File: config.mk
export PLATFORM = sky130hd
export DESIGN_NAME = axis_pkt_arbiter
export DESIGN_NICKNAME = d
export VERILOG_FILES = /design/src/rtl/axis_pkt_arbiter.sv
export SDC_FILE = /design/constraint.sdc
export NUM_CORES = 1
export LEC_CHECK = 0
export CELL_PAD_IN_SITES_DETAIL_PLACEMENT = 0
export CELL_PAD_IN_SITES_GLOBAL_PLACEMENT = 1
export CORE_ASPECT_RATIO = 1.5
export CORE_UTILIZATION = 23
export DETAILED_ROUTE_END_ITERATION = 10
export GPL_TIMING_DRIVEN = 0
export HOLD_SLACK_MARGIN = 0.03
export PLACE_DENSITY_LB_ADDON = 0.1
export SLEW_MARGIN = 25
export SYNTH_ARGS = -nofsm -noshare
export SYNTH_HDL_FRONTEND = slang
export SYNTH_SLANG_ARGS = --single-unit
File: constraint.sdc
create_clock -name clk -period 2 [get_ports clk]
set_input_delay 0.2 -clock clk [delete_from_list [all_inputs] [get_ports clk]]
set_output_delay 0.2 -clock clk [all_outputs]
set_load 0.01 [all_outputs]
File: src/rtl/axis_pkt_arbiter.sv
`default_nettype none
// ============================================================================
// Module   : axis_pkt_arbiter
// Brief    : Packet-granular round-robin arbiter that shares one AXI-Stream
//            sink (FIFO write side) between NUM_SRC requesters. A grant is
//            held from the first beat through the beat carrying last, so
//            packets never interleave. Enforces MAX_BEATS with a forced last
//            and a sticky truncation flag, and counts completed packets.
// Revision : 1.0 - initial release
// ============================================================================
module axis_pkt_arbiter #(
  parameter int NUM_SRC    = 4,
  parameter int DATA_WIDTH = 32,
  parameter int MAX_BEATS  = 2048
) (
  input  logic                          clk,
  input  logic                          reset_n,
  input  logic [NUM_SRC*DATA_WIDTH-1:0] s_axis_data,
  input  logic [NUM_SRC-1:0]            s_axis_valid,
  input  logic [NUM_SRC-1:0]            s_axis_last,
  output logic [NUM_SRC-1:0]            s_axis_ready,
  output logic [DATA_WIDTH-1:0]         m_axis_data,
  output logic                          m_axis_valid,
  output logic                          m_axis_last,
  input  logic                          m_axis_ready,
  output logic [$clog2(NUM_SRC)-1:0]    grant,
  output logic                          busy,
  output logic                          err_trunc,
  output logic [15:0]                   pkt_count
);

  localparam int GRANT_W = $clog2(NUM_SRC);
  localparam int CNT_W   = 12;

  // Counter value of the final legal beat of a packet.
  localparam logic [CNT_W-1:0]   C_LAST_BEAT  = CNT_W'(MAX_BEATS - 1);
  // Reset value of last_grant so that source 0 wins the first arbitration.
  localparam logic [GRANT_W-1:0] C_LAST_GRANT = GRANT_W'(NUM_SRC - 1);
  localparam logic [GRANT_W:0]   C_NUM_SRC    = (GRANT_W + 1)'(NUM_SRC);

  typedef enum logic [0:0] {
    ST_IDLE = 1'b0,
    ST_XFER = 1'b1
  } state_t;

  state_t               r_state;
  logic [GRANT_W-1:0]   r_last_grant;
  logic [CNT_W-1:0]     r_beat_cnt;

  logic [DATA_WIDTH-1:0] w_src_data [NUM_SRC];
  logic                  w_in_xfer;
  logic                  w_force_last;
  logic                  w_beat;
  logic                  w_pkt_done;
  logic [GRANT_W-1:0]    w_arb_sel;
  logic                  w_arb_hit;
  logic [GRANT_W:0]      w_cand;
  logic [GRANT_W-1:0]    w_cand_idx;

  // Split the flat data bus into one word per source.
  generate
    for (genvar i = 0; i < NUM_SRC; i++) begin : g_unpack
      assign w_src_data[i] = s_axis_data[i*DATA_WIDTH +: DATA_WIDTH];
    end
  endgenerate

  assign w_in_xfer    = (r_state == ST_XFER);
  assign w_force_last = (r_beat_cnt == C_LAST_BEAT);

  // Combinational pass-through of the granted source while in XFER.
  assign m_axis_valid = w_in_xfer & s_axis_valid[grant];
  assign m_axis_data  = w_in_xfer ? w_src_data[grant] : '0;
  assign m_axis_last  = w_in_xfer & (s_axis_last[grant] | w_force_last);

  assign w_beat     = m_axis_valid & m_axis_ready;
  assign w_pkt_done = w_beat & m_axis_last;

  // Only the granted source sees the sink's ready; all others are held off.
  generate
    for (genvar i = 0; i < NUM_SRC; i++) begin : g_ready
      assign s_axis_ready[i] = w_in_xfer && (grant == GRANT_W'(i)) && m_axis_ready;
    end
  endgenerate

  // Round-robin search: offsets are walked from farthest to nearest so that
  // the nearest requester after last_grant is the one left standing; the
  // last granted source itself sits at the farthest offset (lowest priority).
  always_comb begin
    w_arb_sel  = r_last_grant;
    w_arb_hit  = 1'b0;
    w_cand     = '0;
    w_cand_idx = '0;
    for (int k = NUM_SRC; k >= 1; k--) begin
      w_cand = {1'b0, r_last_grant} + (GRANT_W + 1)'(k);
      if (w_cand >= C_NUM_SRC) begin
        w_cand = w_cand - C_NUM_SRC;
      end
      w_cand_idx = w_cand[GRANT_W-1:0];
      if (s_axis_valid[w_cand_idx]) begin
        w_arb_sel = w_cand_idx;
        w_arb_hit = 1'b1;
      end
    end
  end

  // Arbitration FSM with beat counting, truncation flag and packet statistics.
  always_ff @(posedge clk) begin
    if (reset_n) begin
      r_state      <= ST_IDLE;
      grant        <= '0;
      r_last_grant <= C_LAST_GRANT;
      r_beat_cnt   <= '0;
      busy         <= 1'b0;
      err_trunc    <= 1'b0;
      pkt_count    <= '0;
    end else begin
      case (r_state)
        ST_IDLE: begin
          if (w_arb_hit) begin
            grant      <= w_arb_sel;
            r_beat_cnt <= '0;
            r_state    <= ST_XFER;
            busy       <= 1'b1;
          end
        end
        ST_XFER: begin
          if (w_beat) begin
            r_beat_cnt <= r_beat_cnt + 1'b1;
            // A forced last on a beat the source did not mark is a truncation.
            if (w_force_last && !s_axis_last[grant]) begin
              err_trunc <= 1'b1;
            end
          end
          if (w_pkt_done) begin
            pkt_count    <= pkt_count + 16'd1;
            r_last_grant <= grant;
            r_state      <= ST_IDLE;
            busy         <= 1'b0;
          end
        end
        default: begin
          r_state <= ST_IDLE;
          busy    <= 1'b0;
        end
      endcase
    end
  end

endmodule
`default_nettype wire

==> impl_summary.log <==
[metrics] Synth top area share: 25.6%
[metrics] worst slew pin tran: 0.533 ns
[metrics] routed wire length: 13.7 mm
[metrics] cells on worst reg2reg path: 7
[metrics] maximum buffer depth of the clock tree: 2
[metrics] Worst Path Max Fanout: 5
[metrics] Worst Clk Skew: 0.00737 ns
[metrics] Crit path required time: 1.80 ns
[metrics] count of port buffers added during placement: 196
[metrics] Max H-tree Level: 2
[metrics] net count reported at finish: 669
[metrics] fraction of final layout cells sized beyond drive strength 1: 27.6%
[metrics] setup repair after global routing missed its margin: yes
[metrics] Pre-Repair DR Iteration Count: 4
[metrics] dominant cells by area after synthesis: mux4_2 26%, dfxtp_1 24%, and2_1 7.5%
[metrics] Syn Nets: 442
[metrics] Final setup viols: 17
[metrics] total clock buffers created by CTS: 5
[metrics] post-route ant nets: 0
[metrics] synthesized area per cell: 9.65 sq um
[metrics] main flop type after synthesis: dfxtp_1
[metrics] vias per std cell: 5.01
[metrics] Post-synth EDFFs: 0
[metrics] Setup TNS Final: -0.793 ns
[metrics] total of fill cells in the finished design: 1201
[metrics] clock tree from TritonCTS: done
[metrics] leading cell types by count after synthesis: 35 x and2_1, 35 x dfxtp_1, 33 x mux4_2
[metrics] YS warnings: 0
[metrics] outcome: finished with violations
[metrics] CTS Root Cell: clkbuf_16
[metrics] worst vdd rail ir drop: 0.345 mV
[metrics] total area of multi-input combinational cells: 2140 sq um
[metrics] placer congestion estimate: 0.777
[metrics] count of placed standard cells in the final layout, fillers left out: 682
[metrics] initial core utilization: 23.9%
[metrics] estimated wirelength of the detail-placed design: 10.9 mm
[metrics] flip-flop and latch area: 708 sq um
[metrics] overall routing resource usage: 20.2%
[metrics] pwr/cell area: 475 nW/um^2
[metrics] CTS sink count: 35
[metrics] critical path data arrival time: 1.95 ns
[metrics] global-route wire length before repair: 20.0 mm
[metrics] vias in the first global route: 3560
[metrics] share of synthesized registers carrying an async set or reset: 0%
[metrics] Final Instance Area: 5520 sq um
[metrics] Die Y-Extent: 140 microns
[metrics] cell taking the most area after synthesis: mux4_2
[metrics] Clk Latency, worst-skew pair: 0.29 ns
[metrics] final-report hold violation count: 0
[metrics] total via count after detailed routing: 3417
[metrics] Cell Area, Synth: 2910 sq um
[metrics] number of antenna violations at the first check in global routing: 0
[metrics] largest net degree at the start of global routing: 13
[metrics] number of violations of the max-capacitance limit: 0
[metrics] die area: 13100 sq um
[metrics] area growth from synthesis to layout: 90.1%
[metrics] start-to-end type of the worst setup path: flop to output port
[metrics] Core Footprint: 12100 sq um
[metrics] Worst Hold Margin: 0.468 ns
[metrics] post-route minimum period: 2.15 ns
[metrics] portion of the clock cycle consumed by the worst path in the final layout: 107%
[metrics] clock transition time at the flip-flop clock pins of the worst setup and hold paths: 0.06 ns
[metrics] sort of element at the start of the critical path: flop
[metrics] min-delay worst type: flop to flop
[metrics] top-level port count: 197
[metrics] register bit count reported by yosys: 35
[metrics] Cell Count Post-Placement: 650
[metrics] number of cells produced by synthesis: 301
[metrics] hold-fix buffers at CTS: 0
[metrics] leakage dissipation: 2.05 nW
[metrics] Placed Instance Area: 5060 sq um
[metrics] worst hold path cell count: 1
[metrics] drt drc: 0
[metrics] slew margin rel.: 64.4%
[metrics] violated checks: setup timing
[metrics] drt wl/cell: 20.1 microns
[metrics] horizontal extent of the die: 93.8 microns
[metrics] number of unique standard cell types used by synthesis: 41
[metrics] top achievable clock speed: 465 MHz
[metrics] Crit. End Element: output port
[metrics] Final Total Pwr: 2.62 mW
[metrics] post-layout worst setup margin: -0.149 ns
[metrics] number of standard-cell rows in the floorplan: 49
[metrics] final slew viol count: 0
[metrics] gr ovfl total: 0
[metrics] portion of the post-synthesis area used by sequential elements: 24.1%
[metrics] ant diodes: 0
[metrics] Detailed Route Iter0 Violations: 105
[final cells by class]
cell class | instances | share of cell area [%]
sequential | 35 | 12.8
clock buffer | 6 | 2.51
multi-input combinational | 237 | 38.8
tap | 153 | 3.47
clock inverter | 2 | 0.295
buffer | 22 | 3.78
inverter | 7 | 0.476
timing repair buffer | 220 | 37.8
[report_power, final]
group	switching, mW	internal [mW]	total [mW]
clock	0.314	0.497	0.812
sequential	0.0188	0.710	0.728
combinational	0.399	0.684	1.08
total	0.733	1.89	2.62
[routing by layer]
layer	up-vias	track usage, %	share of wire, %
li1	1622	-	-
met1	1626	18.7	34
met2	148	41.0	56
met3	21	4.15	7.2
met4	0	7.85	2.8
met5	-	0	0
[worst max-delay path, cell delays in order, from the launching register on]
cell and delay (ns):
dfxtp_2 0.36, buf_12 0.14, mux4_2 0.56, a31oi_4 0.23
buf_6 0.14, buf_6 0.10, nor2_4 0.03, buf_6 0.12
[sequential cells by signal, indices dropped and copies added (netlist names)]
signal,flops
pkt_count,16
r_beat_cnt,12
grant,2
r_last_grant,2
busy,1
err_trunc,1
r_state,1
[logic make-up (layout without fill, tap and decap cells)]
family / count (synthesis) / count (layout) / synth area share, %
fa+ha+maj: 2 / 2 / 0.861
compound gates: 55 / 55 / 12.5
buf+inv: 29 / 257 / 5.12
simple gates: 134 / 134 / 26.8
mux: 46 / 46 / 30.6
flops: 35 / 35 / 24.1
[layout by cell type (no fill, tap or decap), types with 6 or more instances in the layout]
| master | netlist | routed |
|---|---|---|
| a21oi_1 | 22 | 22 |
| and2_1 | 35 | 27 |
| and2_4 | 0 | 8 |
| buf_12 | 0 | 6 |
| buf_2 | 5 | 21 |
| buf_4 | 1 | 16 |
| buf_6 | 4 | 18 |
| clkbuf_1 | 9 | 6 |
| clkdlybuf4s50_1 | 0 | 155 |
| dfxtp_1 | 35 | 31 |
| dlygate4sd2_1 | 0 | 10 |
| inv_1 | 7 | 7 |
| mux2_2 | 8 | 8 |
| mux4_2 | 33 | 33 |
| nand2_1 | 12 | 12 |
| nand3_1 | 14 | 13 |
| nand4_1 | 7 | 7 |
| nor2_1 | 16 | 15 |
| nor2b_1 | 12 | 12 |
| o21ai_0 | 8 | 8 |
| o31ai_1 | 11 | 11 |
| or4_1 | 12 | 12 |
[timing repair]
item | 4_1_cts | 5_1_grt
cloned | 1 | 0
resized for setup | 176 | 28
endpoints found under the setup margin | 67 | 59
buffers inserted | 21 | 4
pin swaps | 4 | 1
[per-stage QoR]
step / util [%] / worst slack, ns
after floorplan: - / 0.0451
after global placement: 41.7 / -0.867
after detailed placement: 41.7 / -0.860
after CTS: 45.0 / -0.177
after global routing: 45.5 / -0.206
final: 45.5 / -0.149
[worst paths after layout]
path / startpoint / endpoint / slack (ns)
worst min-delay path: err_trunc$_SDFFE_PP0P_ / err_trunc$_SDFFE_PP0P_ / 0.47
worst max register to register: grant[0]$_SDFFE_PP0P_ / pkt_count[12]$_SDFFE_PP0P_ / -0.06
worst max-delay path: grant[0]$_SDFFE_PP0P_ / m_axis_last / -0.15
worst min register to register: err_trunc$_SDFFE_PP0P_ / err_trunc$_SDFFE_PP0P_ / 0.47
Note: power is estimated with default switching activity, not from simulation.
